`src/rtl/filter_bank_tdm.sv`:
```
// -----------------------------------------------------------------------------
// filter_bank_tdm
//   NBANDS biquad (second-order IIR) sections sharing one time-multiplexed
//   multiply-accumulate engine. An internal divider produces one sample tick
//   every DIV clocks. Each band takes 5 MAC cycles plus 1 write-back cycle.
//   All band outputs are presented together with a one-cycle Listo pulse.
//
//   Difference equation per band:
//     y[n] = b0*u0 + b1*u1 + b2*u2 - a1*y1 - a2*y2
//   Coefficients are Q(W-FRAC).FRAC. Products are 2W bits wide and are summed
//   in a 2W+3 bit accumulator. The result is acc >>> FRAC, reduced to W bits.
//
//   Build option:
//     FILTER_BANK_SAT_EN  defined   -> results are clamped to the W-bit range
//                         undefined -> results keep their low W bits (wrap)
//
// Ports:
//   CLK        in   system clock, rising edge
//   Reset      in   asynchronous active-low reset
//   u          in   signed input sample, captured on the sample tick
//   coef_we    in   coefficient write strobe (accepted only while idle)
//   coef_addr  in   band*5 + tap, tap order b0,b1,b2,a1,a2
//   coef_data  in   signed coefficient value
//   y          out  packed band outputs, band b at y[(b+1)*W-1 : b*W]
//   Listo      out  one-cycle pulse when y holds a new sample
//   overrun    out  sticky: a tick arrived while the engine was busy
//   coef_err   out  one-cycle pulse: a coefficient write was rejected
// -----------------------------------------------------------------------------
module filter_bank_tdm #(
   parameter int W      = 25,
   parameter int FRAC   = 20,
   parameter int NBANDS = 3,
   parameter int DIV    = 50
) (
   input  logic                            CLK,
   input  logic                            Reset,
   input  logic signed [W-1:0]             u,
   input  logic                            coef_we,
   input  logic [$clog2(5*NBANDS)-1:0]     coef_addr,
   input  logic signed [W-1:0]             coef_data,
   output logic [NBANDS*W-1:0]             y,
   output logic                            Listo,
   output logic                            overrun,
   output logic                            coef_err
);

   localparam int NCOEF = 5 * NBANDS;
   localparam int AW    = $clog2(NCOEF);
   localparam int BW    = (NBANDS > 1) ? $clog2(NBANDS) : 1;
   localparam int CW    = (DIV > 1) ? $clog2(DIV) : 1;
   localparam int ACCW  = 2 * W + 3;

   typedef enum logic [1:0] {
      S_IDLE,
      S_MAC,
      S_WRITE,
      S_DONE
   } state_t;

   // ---------------------------------------------------------------------------
   // State
   // ---------------------------------------------------------------------------
   state_t                 state_q;
   logic [CW-1:0]          cnt_q;
   logic [BW-1:0]          band_q;
   logic [2:0]             tap_q;
   logic signed [ACCW-1:0] acc_q;
   logic signed [W-1:0]    u0_q, u1_q, u2_q;
   logic signed [W-1:0]    coef_q  [NCOEF];
   logic signed [W-1:0]    y1_q    [NBANDS];
   logic signed [W-1:0]    y2_q    [NBANDS];
   logic signed [W-1:0]    stage_q [NBANDS];
   logic [NBANDS*W-1:0]    y_q;
   logic                   listo_q;
   logic                   overrun_q;
   logic                   coef_err_q;

   // ---------------------------------------------------------------------------
   // Datapath (combinational)
   // ---------------------------------------------------------------------------
   logic                   tick;
   logic                   coef_ok;
   logic [AW-1:0]          coef_idx;
   logic signed [W-1:0]    coef_sel;
   logic signed [W-1:0]    data_sel;
   logic signed [2*W-1:0]  prod;
   logic signed [ACCW-1:0] prod_ext;
   logic signed [ACCW-1:0] acc_d;
   logic signed [W-1:0]    result_d;

   assign tick     = (cnt_q == CW'(DIV - 1));
   assign coef_ok  = (state_q == S_IDLE) && ({1'b0, coef_addr} < (AW+1)'(NCOEF));
   assign coef_idx = AW'(int'(band_q) * 5 + int'(tap_q));
   assign coef_sel = coef_q[coef_idx];

   // NOTE: every always_comb output gets a default before the case, so no
   //       path leaves it unassigned and no latch is inferred.
   always_comb begin
      data_sel = '0;
      case (tap_q)
         3'd0:    data_sel = u0_q;
         3'd1:    data_sel = u1_q;
         3'd2:    data_sel = u2_q;
         3'd3:    data_sel = y1_q[band_q];
         3'd4:    data_sel = y2_q[band_q];
         default: data_sel = '0;
      endcase
   end

   assign prod     = (2*W)'(coef_sel) * (2*W)'(data_sel);
   assign prod_ext = ACCW'(prod);

   // Tap 0 loads the product instead of adding, which clears the accumulator
   // at the start of every band. Taps 3 and 4 are the feedback terms and are
   // subtracted.
   always_comb begin
      acc_d = acc_q;
      if (tap_q == 3'd0) begin
         acc_d = prod_ext;
      end else if (tap_q <= 3'd2) begin
         acc_d = acc_q + prod_ext;
      end else begin
         acc_d = acc_q - prod_ext;
      end
   end

`ifdef FILTER_BANK_SAT_EN
   logic signed [ACCW-1:0] shifted;

   assign shifted = acc_q >>> FRAC;

   // In range exactly when every bit above the W-bit sign position matches it.
   always_comb begin
      if ((shifted[ACCW-1:W-1] == '0) || (shifted[ACCW-1:W-1] == '1)) begin
         result_d = shifted[W-1:0];
      end else if (shifted[ACCW-1]) begin
         result_d = {1'b1, {(W-1){1'b0}}};
      end else begin
         result_d = {1'b0, {(W-1){1'b1}}};
      end
   end
`else
   // Two's-complement wrap: keep the low W bits of the shifted accumulator.
   assign result_d = W'(acc_q >>> FRAC);
`endif

   // ---------------------------------------------------------------------------
   // Sequencer and storage
   // ---------------------------------------------------------------------------
   // NOTE: sequential state uses non-blocking assignments only, so every
   //       register samples pre-edge values regardless of statement order.
   always_ff @(posedge CLK or negedge Reset) begin
      if (!Reset) begin
         state_q    <= S_IDLE;
         cnt_q      <= '0;
         band_q     <= '0;
         tap_q      <= '0;
         acc_q      <= '0;
         u0_q       <= '0;
         u1_q       <= '0;
         u2_q       <= '0;
         y_q        <= '0;
         listo_q    <= 1'b0;
         overrun_q  <= 1'b0;
         coef_err_q <= 1'b0;
         // NOTE: the coefficient and history arrays are small register files
         //       that must read back as zero after reset, so they are reset
         //       explicitly rather than inferred as RAM.
         for (int i = 0; i < NCOEF; i++) begin
            coef_q[i] <= '0;
         end
         for (int b = 0; b < NBANDS; b++) begin
            y1_q[b]    <= '0;
            y2_q[b]    <= '0;
            stage_q[b] <= '0;
         end
      end else begin
         cnt_q      <= tick ? '0 : cnt_q + CW'(1);
         listo_q    <= 1'b0;
         coef_err_q <= coef_we && !coef_ok;

         // Writes are accepted only while idle, including the tick cycle, so a
         // write in that cycle is already visible to the first MAC cycle.
         if (coef_we && coef_ok) begin
            coef_q[coef_addr] <= coef_data;
         end

         if (tick && (state_q != S_IDLE)) begin
            overrun_q <= 1'b1;
         end

         case (state_q)
            S_IDLE: begin
               if (tick) begin
                  u0_q    <= u;
                  band_q  <= '0;
                  tap_q   <= '0;
                  state_q <= S_MAC;
               end
            end

            S_MAC: begin
               acc_q <= acc_d;
               if (tap_q == 3'd4) begin
                  state_q <= S_WRITE;
               end else begin
                  tap_q <= tap_q + 3'd1;
               end
            end

            S_WRITE: begin
               stage_q[band_q] <= result_d;
               y1_q[band_q]    <= result_d;
               y2_q[band_q]    <= y1_q[band_q];
               tap_q           <= '0;
               if (band_q == BW'(NBANDS - 1)) begin
                  // The output register and Listo are loaded on the edge into
                  // DONE so the pulse is visible during the DONE cycle. The
                  // last band is taken straight from the result because its
                  // staging slot is only being written on this same edge.
                  for (int b = 0; b < NBANDS - 1; b++) begin
                     y_q[b*W +: W] <= stage_q[b];
                  end
                  y_q[(NBANDS-1)*W +: W] <= result_d;
                  listo_q <= 1'b1;
                  state_q <= S_DONE;
               end else begin
                  band_q  <= band_q + BW'(1);
                  state_q <= S_MAC;
               end
            end

            S_DONE: begin
               u2_q    <= u1_q;
               u1_q    <= u0_q;
               state_q <= S_IDLE;
            end

            default: state_q <= S_IDLE;
         endcase
      end
   end

   assign y        = y_q;
   assign Listo    = listo_q;
   assign overrun  = overrun_q;
   assign coef_err = coef_err_q;

endmodule

```
`config.mk`:
```
export PLATFORM = sky130hd
export DESIGN_NAME = filter_bank_tdm
export DESIGN_NICKNAME = d
export VERILOG_FILES = /design/src/rtl/filter_bank_tdm.sv
export SDC_FILE = /design/constraint.sdc
export NUM_CORES = 2
export LEC_CHECK = 0
export CORE_ASPECT_RATIO = 1.75
export CORE_MARGIN = 5
export CORE_UTILIZATION = 55
export CTS_BUF_LIST = sky130_fd_sc_hd__clkbuf_16
export CTS_CLUSTER_SIZE = 40
export DETAILED_ROUTE_END_ITERATION = 16
export GPL_TIMING_DRIVEN = 0
export PLACE_DENSITY = 0.82
export RECOVER_POWER = 50
export SKIP_CTS_REPAIR_TIMING = 1
export SLEW_MARGIN = 20
export SYNTH_ARGS = -nofsm -noshare
export SYNTH_HDL_FRONTEND = slang
export SYNTH_SLANG_ARGS = --single-unit
```
`constraint.sdc`:
```
create_clock -name CLK -period 38.4 [get_ports CLK]
set_input_delay 3.84 -clock CLK [delete_from_list [all_inputs] [get_ports CLK]]
set_output_delay 3.84 -clock CLK [all_outputs]
set_load 0.005 [all_outputs]
```
==> metrics.txt <==
cell area after layout 61600 um^2; async set or reset register ratio after synthesis between 90% and 100%; adder-cell share of the synthesized area around a quarter; final sum of negative setup slack 0 ns; number of top-level pins 135; peak clock frequency supported by timing roughly 60 MHz; Die Outline Area 109000 um^2; total number of yosys warnings 0; setup-violating endpoint count in the final report 0; depth of the worst register-to-register path between 50 and 60; global-route wire length before repair about 280 mm; minimum clock period about 17 ns; violated checks max-capacitance violations, max-slew violations; final hold viol count 0; clock latency on the worst-skew pair 0.67 ns; most area-consuming cells after synthesis sky130_fd_sc_hd__dfrtp_1 32%, sky130_fd_sc_hd__fa_1 22%, sky130_fd_sc_hd__mux2_2 12%; simple logic cell fraction of the synthesized area 9.50%; max-slew violations around 550; Avg WL per Cell around 27 um; Port Buffer Count ~130; Avg Cell Area, Syn 10.6 um^2; Crit path max-delay family adder cells; multiplexer area fraction after synthesis ~17%; dominant combinational cell family by area after synthesis adder cells; total via count in the routed design ~42000; die width approximately 250 um; most frequent standard cell in the layout excluding fill and tap cells sky130_fd_sc_hd__inv_1; largest net degree at the start of global routing approximately 110; portion of the post-synthesis area used by sequential elements a little under a third; via count of the first global-routing pass 45500; layout cells sized above 1 15.6%; hold-critical path depth 2; Detailed Route WL ~190 mm; class of the most critical setup path reg -> reg; initial core utilization 55.3%; status complete, but fails checks; Buf+Inv Stages, Crit Path 11; number of synthesized register bits about 710; cell type of the slowest stage on the worst timing path sky130_fd_sc_hd__xnor2_1; required time of the critical path between 30 and 40 ns; share of the clock period used by the worst path 44.4%; crit end category register; number of unique standard cell types used by synthesis 86; critical path peak fanout 10; stages on the worst setup path 51; slew at the pin closest to its max-slew limit approximately 5.3 ns; Post-DP HPWL 150 mm; TritonCTS buffer count approximately 60; library cell appearing most often on the critical path sky130_fd_sc_hd__fa_1; maximum buffer depth of the clock tree 3; CP max stage delay 1.18 ns; parity-gate share of the synthesized area counting xor and xnor cells 2.35%; post-synthesis net count 6184; height of the die between 400 and 500 um; antenna violations before repair 9; final worst hold slack between 0.4 and 0.5 ns; weighted congestion at the end of routability-driven global placement between 1 and 1.5; CTS root buffer sky130_fd_sc_hd__clkbuf_16; placed standard-cell area approximately 60000 um^2; portion of synthesized cell area occupied by the leading cell type a little under a third; fraction of the mapped netlist area in compound gates 6.96%; Std-Cell Core Area just over 100000 um^2; maximum capacitance violations 7; sort of element at the start of the critical path register; Layout Skew between 0.03 and 0.04 ns; number of fill cells in the layout approximately 8200; first-iteration detailed-routing DRC count about 3100; Rel. slew slack -254%; DRC errors left 0; number of levels the H-tree was split into 2; Post-DRT Antenna Nets 0; Final #Nets about 6400; CTS sink cnt 711; cell area after technology mapping 56300 um^2; detailed-route vias per instance around 6.1; top cell type by total area after synthesis sky130_fd_sc_hd__dfrtp_1; unrepaired setup endpoints after global routing no; primary flip-flop cell chosen by synthesis mapping sky130_fd_sc_hd__dfrtp_1; synthesized netlist cell count roughly 5300; final design utilization between 60% and 70%; EDFF count, synth 0; area added between synthesis and finish 9.47%; row cnt ~160; TritonCTS clock tree built; Hold/Removal Path Class reg -> reg; remaining global-route overflow 0; clock edge transition at the registers on the reported setup and hold paths around 0.080 ns; number of optimization iterations in the first detailed-route pass 8; Crit path arrival time between 15 and 20 ns; overall fraction of global-route tracks in use 34.8%; leading cell types in the layout, fill and taps excluded 728 x sky130_fd_sc_hd__inv_1, 711 x sky130_fd_sc_hd__dfrtp_1, 607 x sky130_fd_sc_hd__fa_1
==> metal layers <==
layer	share of wire, %	GRT usage, %	wire, um	up-vias
li1	-	-	-	17700
met1	33	37.2	61400	21500
met2	50	59.7	93400	1938
met3	6.4	5.58	12100	765
met4	11	29.6	21200	4
met5	0.017	0	32	-
==> path summary, 6_finish.rpt <==
path / to / startpoint / slack, ns
worst max register to register: acc_q[44] / tap_q[1] / 21.36
worst min-delay path: y2_q[51] / y2_q[51] / 0.48
worst max-delay path: acc_q[44] / tap_q[1] / 21.36
min in group asynchronous: y[13] / Reset / 4.49
max in group asynchronous: u1_q[20] / Reset / 24.55
worst min register to register: y2_q[51] / y2_q[51] / 0.48
==> Yosys cell counts, drive strengths merged, types with 19 or more instances <==
| cell | instances |
|---|---|
| mux2 | 585 |
| nand2 | 558 |
| mux2i | 79 |
| ha | 197 |
| nor2 | 413 |
| nand3 | 43 |
| a21oi | 202 |
| and2 | 49 |
| nor2b | 24 |
| nand4 | 20 |
| a21o | 49 |
| xor2 | 58 |
| nand2b | 31 |
| a211oi | 19 |
| nor3 | 27 |
| clkbuf | 217 |
| o21ai | 224 |
| a31oi | 25 |
| buf | 72 |
| fa | 607 |
| a22o | 28 |
| mux4 | 90 |
| or2 | 25 |
| xnor2 | 90 |
| dfrtp | 711 |
| inv | 720 |
==> worst register-to-register path, delay by kind of cell (launching register included) <==
kind	cells	cell delay [ns]
AO/OA/AOI/OAI	13	3.68
XOR/XNOR	5	2.26
adder cells (fa/ha/maj)	12	5.23
buffers and inverters	11	3.18
flip-flops	1	0.45
multiplexers	2	0.49
AND/OR/NAND/NOR	8	1.64
==> layout make-up <==
class | count | area (um^2) | share of cell area, %
timing repair buffer | 151 | 1500 | 2.43
inverter | 728 | 2730 | 4.44
clock buffer | 61 | 1530 | 2.48
antenna | 7 | 17.5 | 0.0284
sequential | 711 | 17800 | 28.9
tap | 1334 | 1670 | 2.71
multi-input combinational | 3595 | 34600 | 56.2
clock inverter | 52 | 614 | 0.997
buffer | 289 | 1140 | 1.85
==> sequential cells by signal (all words and copies together), names as in the netlist, 2 cells and up <==
| name | count |
|---|---|
| u2_q | 25 |
| coef_q | 375 |
| u1_q | 25 |
| y1_q | 75 |
| tap_q | 3 |
| state_q | 2 |
| acc_q | 45 |
| y | 50 |
| y2_q | 75 |
| u0_q | 25 |
| band_q | 2 |
| cnt_q | 6 |
==> kinds of logic (layout without fill, tap and decap cells) <==
family / Yosys count / after routing
mux: 754 / 754
buf+inv: 1017 / 1281
xor+xnor: 148 / 148
other cells: 0 / 7
simple gates: 1240 / 1240
compound gates: 649 / 649
flops: 711 / 711
fa+ha+maj: 804 / 804
==> metrics by stage <==
step | setup slack, ns | cells
global placement | 2.88 | 6789
floorplan | 25.95 | 5323
global route | 20.52 | 6923
detailed placement | 22.23 | 6808
finish | 21.36 | 6928
CTS | 22.11 | 6921
Power is left out: the tool's default activity adds up to more than one toggle a clock period on the data nets, which glitch-free logic cannot reach.
